### src/rtl/fetch_pkg.sv
// Shared types and constants for the instruction fetch stage.
package fetch_pkg;

    typedef enum logic {
        RUN   = 1'b0,
        STALL = 1'b1
    } fetch_state_t;

    typedef logic [31:0] pc_t;

    localparam pc_t INSTR_BYTES = 32'd4;

    function automatic pc_t align_pc(input pc_t addr);
        return {addr[31:2], 2'b00};
    endfunction

endpackage

### src/rtl/fetch_skid_reg.sv
// One-entry holding register that parks a returned ROM word and its PC while decode stalls.
module fetch_skid_reg
    import fetch_pkg::*;
#(
    parameter int DATA_WIDTH = 32
) (
    input  logic                  clk,
    input  logic                  rst,
    input  logic                  load,
    input  logic                  clear,
    input  logic [DATA_WIDTH-1:0] load_instr,
    input  pc_t                   load_pc,
    output logic                  valid,
    output logic [DATA_WIDTH-1:0] instr,
    output pc_t                   pc
);

    // Clear wins over load so a redirect always empties the entry.
    always_ff @(posedge clk or negedge rst) begin
        if (!rst) begin
            valid <= 1'b0;
            instr <= '0;
            pc    <= '0;
        end else if (clear) begin
            valid <= 1'b0;
        end else if (load) begin
            valid <= 1'b1;
            instr <= load_instr;
            pc    <= load_pc;
        end
    end

endmodule

### src/rtl/instruction_fetch.sv
// Fetch stage in front of a synchronous-read instruction ROM: owns the PC, pairs
// returned words with their PCs and hands them to decode over valid/ready.
module instruction_fetch
    import fetch_pkg::*;
#(
    parameter int  ADDR_WIDTH = 10,
    parameter int  DATA_WIDTH = 32,
    parameter pc_t RESET_PC   = 32'h0
) (
    input  logic                  clk,
    input  logic                  rst,
    input  logic                  fetch_en,
    input  logic                  redirect_valid,
    input  logic [31:0]           redirect_pc,
    output logic [ADDR_WIDTH-1:0] imem_addr,
    input  logic [DATA_WIDTH-1:0] imem_data,
    output logic                  out_valid,
    input  logic                  out_ready,
    output logic [DATA_WIDTH-1:0] out_instr,
    output logic [31:0]           out_pc,
    output logic [31:0]           out_pc_plus4
);

    fetch_state_t          state;
    pc_t                   pc;
    pc_t                   pc_f1;
    logic                  valid_f1;

    logic                  skid_valid;
    logic [DATA_WIDTH-1:0] skid_instr;
    pc_t                   skid_pc;
    logic                  skid_load;
    logic                  skid_clear;

    pc_t                   redirect_target;
    pc_t                   addr_src;
    logic                  sel_valid;
    logic [DATA_WIDTH-1:0] sel_instr;
    pc_t                   sel_pc;
    logic                  fire;
    logic                  unused_addr_bits;

    assign redirect_target = align_pc(redirect_pc);

    assign sel_valid = (state == STALL) ? skid_valid : valid_f1;
    assign sel_instr = (state == STALL) ? skid_instr : imem_data;
    assign sel_pc    = (state == STALL) ? skid_pc    : pc_f1;

    assign out_valid    = sel_valid;
    assign out_instr    = sel_valid ? sel_instr : '0;
    assign out_pc       = sel_valid ? sel_pc : '0;
    assign out_pc_plus4 = sel_valid ? sel_pc + INSTR_BYTES : '0;

    assign fire = out_valid & out_ready;

    // A stall parks the word currently on imem_data; the ROM then re-reads pc_f1 in STALL.
    assign skid_load  = !redirect_valid && (state == RUN) && valid_f1 && !out_ready;
    assign skid_clear = redirect_valid || ((state == STALL) && fire);

    // The redirect target bypasses the PC register so its word returns one cycle later.
    always_comb begin
        addr_src = pc;
        if (redirect_valid) begin
            addr_src = redirect_target;
        end else if (state == STALL) begin
            addr_src = pc_f1;
        end
    end

    assign imem_addr        = addr_src[ADDR_WIDTH+1:2];
    assign unused_addr_bits = ^{addr_src[31:ADDR_WIDTH+2], addr_src[1:0]};

    always_ff @(posedge clk or negedge rst) begin
        if (!rst) begin
            state    <= RUN;
            pc       <= RESET_PC;
            pc_f1    <= '0;
            valid_f1 <= 1'b0;
        end else if (redirect_valid) begin
            state    <= RUN;
            pc_f1    <= redirect_target;
            valid_f1 <= fetch_en;
            pc       <= fetch_en ? redirect_target + INSTR_BYTES : redirect_target;
        end else begin
            case (state)
                RUN: begin
                    pc_f1    <= pc;
                    valid_f1 <= fetch_en;
                    if (fetch_en) begin
                        pc <= pc + INSTR_BYTES;
                    end
                    if (valid_f1 && !out_ready) begin
                        state <= STALL;
                    end
                end
                STALL: begin
                    if (fire) begin
                        state <= RUN;
                    end
                end
                default: state <= RUN;
            endcase
        end
    end

    fetch_skid_reg #(
        .DATA_WIDTH(DATA_WIDTH)
    ) u_skid (
        .clk        (clk),
        .rst        (rst),
        .load       (skid_load),
        .clear      (skid_clear),
        .load_instr (imem_data),
        .load_pc    (pc_f1),
        .valid      (skid_valid),
        .instr      (skid_instr),
        .pc         (skid_pc)
    );

endmodule

### config.mk
export PLATFORM = sky130hd
export DESIGN_NAME = instruction_fetch
export DESIGN_NICKNAME = d
export VERILOG_FILES = /design/src/rtl/fetch_pkg.sv /design/src/rtl/fetch_skid_reg.sv /design/src/rtl/instruction_fetch.sv
export SDC_FILE = /design/constraint.sdc
export NUM_CORES = 1
export LEC_CHECK = 0
export CAP_MARGIN = 20
export CORE_MARGIN = 1
export CORE_UTILIZATION = 35
export DETAILED_ROUTE_END_ITERATION = 10
export PLACE_DENSITY = 0.58
export SYNTH_ARGS = -nofsm -noshare
export SYNTH_HDL_FRONTEND = slang
export SYNTH_HIERARCHICAL = 1
export SYNTH_SLANG_ARGS = --single-unit
### constraint.sdc
create_clock -name clk -period 9.1 [get_ports clk]
set_clock_uncertainty 0.05 [all_clocks]
set_input_delay 1.365 -clock clk [delete_from_list [all_inputs] [get_ports clk]]
set_output_delay 1.365 -clock clk [all_outputs]
set_load 0.02 [all_outputs]
==> metrics list, run 1 <==
- Result of the run: finished, final reports clean
- Counting I/O delays and the setup requirement, the final critical path takes 6120 ps.
- Number of cell rows: 56
* Predominant post-synthesis flop cell: sky130_fd_sc_hd__dfrtp_1
- Number of antenna repair diodes: 0
- Worst-case clock buffer depth: 2
- In the final layout, the share of cells above drive strength 1 is 0.126.
- The number of antenna violations at the first check in global routing is 0.
- Buffers inserted during clock tree synthesis total 17.
- Tracing the worst setup path back leads to its startpoint at state$_DFF_PN0_.
- Clock-pin slew on the worst setup and hold paths: 60 ps
* Crit end category: output pin
* Port buffer count: 173
* Register bit count reported by yosys: 128
- At the end of routability-driven placement, the weighted congestion stood at 0.818.
- The tightest min-delay check is of the reg -> reg type.
- Total power for the finished layout comes to 2.01 mW.
* Startpoint Class: flop
- Final Max Slew Viols: 0
* Critical setup path kind: reg -> out
- Largest cells by area after synthesis: sky130_fd_sc_hd__dfrtp_1, sky130_fd_sc_hd__mux2i_1, sky130_fd_sc_hd__mux2_4
- In the detailed route, the total length drawn on met3 is 1110 µm.
* EDFF count, synth: 0
- Slew Limit Headroom: 0.201
* Min-delay src: u_skid/instr[17]$_DFFE_PN0P_
- The die is 157 µm wide.
* Power per unit of standard cell area: 186 nW/µm²
- For the pin with the worst max-slew slack, the measured transition is 1200 ps.
* Wire length of the first global-routing pass: 35400 µm
- The share of synthesized area in the top cell type comes to 0.379.
- Summed over all nets, wire length on met2 after detailed routing comes to 10100 µm.
* Hold-fix buffers at CTS: 0
* Static leakage power: 4.25 nW
* HPWL Detailed: 15700 µm
- Max-cap violations in this run came to 0.
- Of all cell types, the one taking the most synthesized area is sky130_fd_sc_hd__dfrtp_1.
- During I/O placement, the number of pins put on the boundary was 176.
- Post-synthesis to final-layout area growth: 28.2%
- Critical path data arrival time: 4710 ps
* Warning count from the yosys run: 6
- The routed design has 22400 µm of wire.
* Period utilisation layout: 0.673
- Share of async-settable or async-resettable flops after synthesis: 1.00
- Height of the die: 157 µm
* CTS tree: done
* Total negative slack: 0 ps
* Mean Syn Cell Area: 10.1 µm²
* Final Hold Viols: 0
* Number of instances in the synthesized netlist: 837
- RSZ-0062 raised after global routing: false
* Maximum vdd ir drop: 109 µV
* Total die area: 24800 µm²
- Summing every instance area after synthesis gives 8450 µm².
- GRT Residual Overflow: 0
* Setup violators final: 0
- In the global route stage, overall resource usage came out at 0.184.
- For the worst-skew pair, the clock arrives at the later sink with an insertion delay of 410 ps.
- Antenna-violating nets left: 0
- Buffer cell driving the clock tree root: sky130_fd_sc_hd__clkbuf_16
* Maximum number of pins on one net before global-route repair: 80
- The share of the Yosys chip area taken by registers is 0.379.
- The number of global-route vias before repair came to 6500.
* Post-Route M1 WL: 10900 µm
* Post-CTS Setup Repair Bufs: 0
- After detailed routing, the number of vias per cell comes to 5.08.
- Maximum operating frequency: 0.163 GHz
* Highest net fanout along the worst path: 79
- H-Tree Level Count: 4
* CP required: 7690 ps
* DRT iter0 DRCs: 481
* Final routed DRC violation total: 0
* Total via count in the routed design: 6662
* 1st-pass router iterations: 5
* Worst reg2reg path startpoint: state$_DFF_PN0_
- After detailed routing, the average wire length per cell comes to 17.1 µm.
- When the netlist entered floorplanning its net count stood at 909.
- Resized cells post-CTS: 0
- In the final design database the tool counted 1052 nets.
* Top sig layer: met4
* Initial cell density of the core: 0.359
- The core region is 23500 µm².
- The clock net in this run drives a total of 128 sinks.
- The synthesized netlist contains 50 unique library cells.
* Post-route worst hold slack: 457 ps
==> critical path, stage by stage, from the launching register on <==
cell and delay (ps):
sky130_fd_sc_hd__dfrtp_4 970, sky130_fd_sc_hd__buf_4 630, sky130_fd_sc_hd__mux2i_4 310, sky130_fd_sc_hd__buf_4 670, sky130_fd_sc_hd__inv_1 530, sky130_fd_sc_hd__and2_1 280
sky130_fd_sc_hd__mux2_2 250, sky130_fd_sc_hd__clkdlybuf4s50_1 570
==> report_power, final <==
group	switching (mW)	internal (mW)	leakage (nW)
clock network	0.254	0.405	0.272
registers	0.112	0.681	1.55
logic	0.254	0.305	2.43
total	0.620	1.39	4.25
==> cell usage after synthesis (all sizes together), types with 2 or more instances <==
| cell | number |
|---|---|
| nor4b | 2 |
| nand2b | 3 |
| nand4b | 9 |
| o21ai | 48 |
| nor2 | 86 |
| nor3 | 9 |
| nand4 | 34 |
| ha | 3 |
| a31o | 2 |
| nor4 | 5 |
| inv | 7 |
| nor2b | 5 |
| a211oi | 2 |
| dfrtp | 128 |
| nand2 | 80 |
| clkbuf | 18 |
| nand3 | 40 |
| a21oi | 10 |
| buf | 40 |
| nor3b | 3 |
| mux2 | 74 |
| and3 | 7 |
| and4 | 6 |
| xor2 | 43 |
| o31ai | 6 |
| and2 | 11 |
| a22oi | 5 |
| nand3b | 7 |
| mux2i | 109 |
| xnor2 | 25 |
==> area by class of cell <==
cell class                      count  area, µm²
Timing Repair Buffer              182       1790
Clock inverter                      8       80.1
Inverter                            7       26.3
Multi-Input combinational cell    644       4830
Tap cell                          319        399
Sequential cell                   128       3210
Fill cell                        2278      12700
Clock buffer                       24        492
==> stage by stage <==
stage / util / area [µm²] / cells / setup slack (ps)
finish: 0.460 / 10800 / 1312 / 2980
global route: 0.460 / 10800 / 1312 / 2660
CTS: 0.460 / 10800 / 1312 / 2940
detailed placement: 0.436 / 10300 / 1280 / 3380
global placement: 0.435 / 10300 / 1279 / 3360
floorplan: - / 8450 / 837 / 4680
==> registers in the layout, summed over array words and instances, names as in the netlist <==
| register | count |
|---|---|
| pc | 30 |
| state | 1 |
| valid_f1 | 1 |
| u_skid/instr | 32 |
| u_skid/valid | 1 |
| u_skid/pc | 32 |
| pc_f1 | 31 |
==> placed cells by master, fill, tap and decap left out, drive strengths merged, types with 4 or more instances in the layout <==
| cell | n |
|---|---|
| xnor2 | 25 |
| dfrtp | 128 |
| o21ai | 48 |
| nand3 | 40 |
| clkbuf | 24 |
| nand4 | 34 |
| nand2 | 80 |
| nor2 | 86 |
| clkinv | 4 |
| a22oi | 5 |
| mux2i | 109 |
| and4 | 6 |
| nor4 | 5 |
| o31ai | 6 |
| clkdlybuf4s50 | 171 |
| xor2 | 43 |
| a21oi | 10 |
| nand4b | 9 |
| inv | 7 |
| buf | 11 |
| mux2 | 74 |
| nor3 | 9 |
| and2 | 11 |
| nor2b | 5 |
| and3 | 7 |
| nand3b | 7 |
==> worst paths after layout <==
check / to / slack (ps) / depth (start not counted)
max: out_pc_plus4[31] / 2980 / 7
min: u_skid/instr[17]$_DFFE_PN0P_ / 460 / 1
max reg2reg: u_skid/instr[28]$_DFFE_PN0P_ / 5390 / 5
min reg2reg: u_skid/instr[17]$_DFFE_PN0P_ / 460 / 1
max in group asynchronous: state$_DFF_PN0_ / 6520 / 2
min in group asynchronous: u_skid/instr[1]$_DFFE_PN0P_ / 1060 / 1
==> routing by layer <==
metal / vias to the layer above / global-route usage
met5: - / 0
met3: 20 / 0.0427
met2: 160 / 0.290
met4: 0 / 0.0490
li1: 3257 / -
met1: 3225 / 0.252
==> kinds of logic after synthesis <==
| kind of cell | Yosys count | share of synthesized area |
|---|---|---|
| xor gates and xnor gates | 68 | 0.0705 |
| adders and majority gates | 3 | 0.00444 |
| DFF | 128 | 0.379 |
| buffers and inverters | 65 | 0.0507 |
| AOI/OAI and AO/OA | 81 | 0.0557 |
| muxes | 183 | 0.255 |
| and+or+nand+nor | 309 | 0.185 |
No activity file was read; power rests on OpenSTA's default activity.
==> run 2, diff against run 1 <==
clock period = 6 ns   (was 9.1 ns; I/O delays follow)
==> metrics list, run 2 (synthesized netlist as in run 1, its figures left out) <==
- Met2 usage in global routing: 0.295
- Derived from the worst setup path, the maximum achievable clock frequency is 0.194 GHz.
* Top-level I/O count: 176
* Slew Limit Headroom: 0.381
* Resized cells post-CTS: 0
- STA classifies the critical path startpoint as a flop.
- Maximum number of pins on one net before global-route repair: 79
- The first global-routing pass estimated 35900 µm of wire.
* Post-synthesis to final-layout area growth: 29.6%
- Total cell area at the placement stage: 10300 µm²
- Met3 usage in global routing: 0.0380
- For this design the static power due to leakage is 4.32 nW.
- 0 antenna diodes ended up in the layout.
* Final standard cell utilization of the core: 0.465
- Final routed DRC violation total: 0
- The detailed router finished its first iteration with 424 violations.
- The library cells used most frequently in the layout, excluding fill and tap cells, are sky130_fd_sc_hd__clkdlybuf4s50_1, sky130_fd_sc_hd__dfrtp_1, sky130_fd_sc_hd__mux2i_1.
* All-Layer GR Usage: 0.189
- The number of pins with negative max-slew slack in the final report is 0.
- Period utilisation layout: 0.858
* Hold-fix buffers at CTS: 0
* 1st-pass router iterations: 4
- In the global route stage, met1 resource usage came out at 0.258.
- Buffers added to address setup during post-CTS repair amount to 0.
* Result of the run: finished, final reports clean
* Leading cell type in the layout, fill and taps excluded: sky130_fd_sc_hd__clkdlybuf4s50_1
* RSZ-0062 raised after global routing: false
- Port buffering added 173 buffers.
* Total via count in the routed design: 6641
* Die X: 157 µm
* Number of antenna violations at the first check in global routing: 0
* Total die area: 24800 µm²
* Routed length per placed instance: 17.3 µm
* Height of the die: 157 µm
- CP required: 5050 ps
- Top flop regs: u_skid/instr: 32 flops, u_skid/pc: 32 flops, pc_f1: 31 flops
* Buffer cell driving the clock tree root: sky130_fd_sc_hd__clkbuf_16
- Critical setup path kind: reg -> out
- The count of endpoints failing hold in the final timing report was 0.
- Layout cells sized above 1: 0.134
- Clock tree synthesis inserted a total of 17 buffers.
- After floorplanning, the core was divided into 56 placement rows.
- TritonCTS built the clock tree.
* Vias in the first global route: 6512
- The worst hold path belongs to the class reg -> reg.
* Num Clock Sinks: 128
* Clock-pin slew on the worst setup and hold paths: 60 ps
- HPWL Detailed: 16300 µm
- The worst setup path is captured at an output pin.
- For this configuration, the core starts out at a cell density of 0.359.
* Critical path data arrival time: 4200 ps
- For the finished layout, the period the worst path requires is 5150 ps.
- Of all nets on the critical path, the largest fanout is 51.
- Summing internal, switching and leakage power gives 3.19 mW.
- Max-cap violations in this run came to 0.
* Core outline area: 23500 µm²
* Slew of the pin with the lowest slew margin: 925 ps
* Antenna-violating nets left: 0
* Total wire length: 22800 µm
- The clock passes through at most 2 buffers.
* Via count normalized by instance count: 5.04
- VDD sags by at most 164 µV.
* RePlAce Congestion: 0.798
- In this run the power density over the cells is 291 nW/µm².
* Setup violators final: 0
* GRT Residual Overflow: 0
* Fill count: 2276
* Layer carrying the most global-route usage: met2
- Worst-skew pair later-pin latency: 430 ps
- With fillers left out, the area of the finished cells amounts to 10900 µm².
- Summed over all failing endpoints, the final setup total negative slack is 0 ps.
- H-Tree Level Count: 4
* Number of nets in the layout: 1058
[run 2: stage by stage]
stage,setup slack (ps),instances,hold slack [ps]
global route,616,1318,469
CTS,775,1317,461
floorplan,2050,837,430
global placement,1280,1285,439
detailed placement,1260,1285,444
finish,854,1318,457
[run 2: power breakdown]
| part | switching [mW] | internal (mW) | leakage (nW) |
|---|---|---|---|
| logic | 0.392 | 0.464 | 2.46 |
| clock network | 0.418 | 0.715 | 0.315 |
| registers | 0.168 | 1.03 | 1.55 |
[run 2: metal layers]
| metal | vias up | part of all wire |
|---|---|---|
| li1 | 3263 | - |
| met1 | 3197 | 0.48 |
| met2 | 162 | 0.45 |
| met3 | 19 | 0.054 |
| met4 | 0 | 0.012 |
| met5 | - | 0 |
[run 2: final timing paths]
path / from / to / cells past startpoint / slack, ps
min in group asynchronous: rst / u_skid/instr[10]$_DFFE_PN0P_ / 1 / 520
max in group asynchronous: rst / state$_DFF_PN0_ / 2 / 4310
max: state$_DFF_PN0_ / out_pc_plus4[24] / 7 / 850
min: u_skid/instr[28]$_DFFE_PN0P_ / u_skid/instr[28]$_DFFE_PN0P_ / 1 / 460
min reg2reg: u_skid/instr[28]$_DFFE_PN0P_ / u_skid/instr[28]$_DFFE_PN0P_ / 1 / 460
max reg2reg: state$_DFF_PN0_ / u_skid/instr[30]$_DFFE_PN0P_ / 5 / 2580
[run 2: critical path: stages (launching register included)]
cell and delay [ps]:
sky130_fd_sc_hd__dfrtp_4 910, sky130_fd_sc_hd__buf_4 760, sky130_fd_sc_hd__nand4_1 260, sky130_fd_sc_hd__nand2_1 240, sky130_fd_sc_hd__nand3_1 360, sky130_fd_sc_hd__nor3b_1 320, sky130_fd_sc_hd__mux2_2 360, sky130_fd_sc_hd__clkdlybuf4s50_1 540
[run 2: area by class of cell]
type	count	area [µm²]	area share
Sequential cell	128	3210	0.293
Tap cell	319	399	0.0365
Timing Repair Buffer	188	1840	0.168
Inverter	7	26.3	0.00240
Multi-Input combinational cell	644	4830	0.442
Clock buffer	18	439	0.0401
Clock inverter	14	204	0.0186
==> run 3, diff against run 2 <==
CORE_UTILIZATION = 40   (was 35)
PLACE_DENSITY = 0.65   (was 0.58)
==> metrics list, run 3 (synthesized netlist as in run 1, its figures left out) <==
- In this run the worst hold path is classified as reg -> reg.
* Clock-pin slew on the worst setup and hold paths: 50 ps
* Port buffer count: 173
- In this run, the number of DRC markers left after iteration 0 of detailed routing was 416.
* Minimum clock period after layout: 4910 ps
* Height of the die: 147 µm
- Routed length per placed instance: 17.4 µm
* Total via count in the routed design: 6784
- Most frequent cells in the layout: sky130_fd_sc_hd__clkdlybuf4s50_1, sky130_fd_sc_hd__dfrtp_1, sky130_fd_sc_hd__mux2i_1
- Period utilisation layout: 0.819
* Total negative slack: 0 ps
- The tree is rooted in a sky130_fd_sc_hd__clkbuf_16.
- Vias in the first global route: 6656
* Layout cells sized above 1: 0.130
- Top-level I/O count: 176
- Result of the run: finished, final reports clean
* Core outline area: 20500 µm²
- Placed cell count: 1237
- VDD sags by at most 150 µV.
- TritonCTS built the clock tree.
* All-Layer GR Usage: 0.208
- At the worst endpoint, the required time is 5050 ps.
* Power per unit of standard cell area: 288 nW/µm²
- Number of cell rows: 52
- Number of standard cells in the layout, taps in and fillers out: 1268
- For this run, design rule violations remaining after detail routing come to 0.
* Num Clock Sinks: 128
- Number of nets in the layout: 1058
* Post-route worst hold slack: 455 ps
- At the end of routability-driven placement, the weighted congestion stood at 0.821.
- Worst setup slack after layout: 1090 ps
- In this run the number of H-tree levels came out at 4.
- 0 antenna diodes ended up in the layout.
- The floorplan step defined a die boundary enclosing 21700 µm².
- Wire length of the first global-routing pass: 35600 µm
- Setup violators final: 0
- The number of antenna violations at the first check in global routing came to 0.
- The later pin in the worst-skew pair is clocked with a latency of 420 ps.
* Critical setup path kind: reg -> out
- Entering global routing, the biggest net connects 62 pins.
- The count of endpoints failing hold in the final timing report was 0.
- Via count normalized by instance count: 5.35
* Initial cell density of the core: 0.412
- In this run the worst path has a maximum fanout of 50.
* Startpoint Class: flop
- The count of nets left with antenna violations once routing finished came out at 0.
- For this run, the top clock speed supported by timing is 0.204 GHz.
* Slew of the pin with the lowest slew margin: 876 ps
- Critical path data arrival time: 3960 ps
- In this run the post-CTS setup repair buffer count came out at 0.
* Leading cell type in the layout, fill and taps excluded: sky130_fd_sc_hd__clkdlybuf4s50_1
- In this run, post-CTS hold repair placed 0 buffers.
* 1st-pass router iterations: 5
* Placement-stage worst setup slack: 1510 ps
* Worst-case clock buffer depth: 2
- Die X: 147 µm
- Crit end category: output pin
* Post-synthesis to final-layout area growth: 28.5%
* Number of buffers inserted during clock tree synthesis: 17
- Number of max-capacitance violations reported: 0
- Total wire length: 22000 µm
- Slew Limit Headroom: 0.414
- Top flop regs: u_skid/instr: 32 flops, u_skid/pc: 32 flops, pc_f1: 31 flops
- HPWL Detailed: 15800 µm
- For this run the aggregate overflow at the end of global routing stands at 0.
- Setup repair after global routing left no endpoint under its margin.
- Static leakage power: 4.29 nW
* Final Max Slew Viols: 0
- Power comes to 3.12 mW.
- Once the clock tree was built, the resizer swapped 0 gates to a different size.
run 3: cell count changes in the layout (fill, tap and decap cells not counted), sizes merged:
cell / before / now
clkbuf: 18 / 23
inv: 11 / 7
clkinv: 5 / 2
clkinvlp: 1 / 3
bufinv: 4 / 3
run 3: worst max-delay path, cell delays in order, from the launching register on:
cell and delay (ps):
sky130_fd_sc_hd__dfrtp_4 860, sky130_fd_sc_hd__mux2_2 310, sky130_fd_sc_hd__ha_1 280, sky130_fd_sc_hd__nand4_1 130
sky130_fd_sc_hd__a22oi_1 220, sky130_fd_sc_hd__buf_4 180, sky130_fd_sc_hd__nand3_1 320, sky130_fd_sc_hd__nor3b_1 310
sky130_fd_sc_hd__mux2_2 350, sky130_fd_sc_hd__clkdlybuf4s50_1 540
run 3: report_power, final:
group / internal [mW] / switching [mW]
clock network: 0.686 / 0.379
registers: 1.03 / 0.170
logic: 0.464 / 0.388
total: 2.18 / 0.937
run 3: path summary, 6_finish.rpt:
path	cells past startpoint	from	to	slack, ps
setup / recovery	9	state$_DFF_PN0_	out_pc_plus4[24]	1090
hold / removal	1	u_skid/instr[29]$_DFFE_PN0P_	u_skid/instr[29]$_DFFE_PN0P_	460
setup reg to reg	6	state$_DFF_PN0_	pc[26]$_DFFE_PN0P_	3160
hold reg to reg	1	u_skid/instr[29]$_DFFE_PN0P_	u_skid/instr[29]$_DFFE_PN0P_	460
max in group asynchronous	2	rst	state$_DFF_PN0_	4200
min in group asynchronous	1	rst	u_skid/instr[8]$_DFFE_PN0P_	480
run 3: per-layer routing:
layer  up-vias  GRT usage  wire length (µm)
met3        17     0.0398              1080
met1      3314      0.286             10400
met5         -          0                 0
met4         0     0.0557               250
met2       176      0.334             10300
li1       3277          -                 -
run 3: cell type report:
cell class | instances | area, µm²
timing repair buffer | 188 | 1840
multi-input combinational | 644 | 4830
tap | 270 | 338
fill | 1870 | 9640
clock buffer | 23 | 478
clock inverter | 8 | 130
inverter | 7 | 26.3
sequential | 128 | 3210
run 3: through the flow:
step / cell area, µm² / utilization
detailed placement: 10200 / 0.500
global route: 10900 / 0.529
CTS: 10900 / 0.529
global placement: 10200 / 0.500
floorplan: 8450 / -
finish: 10900 / 0.529
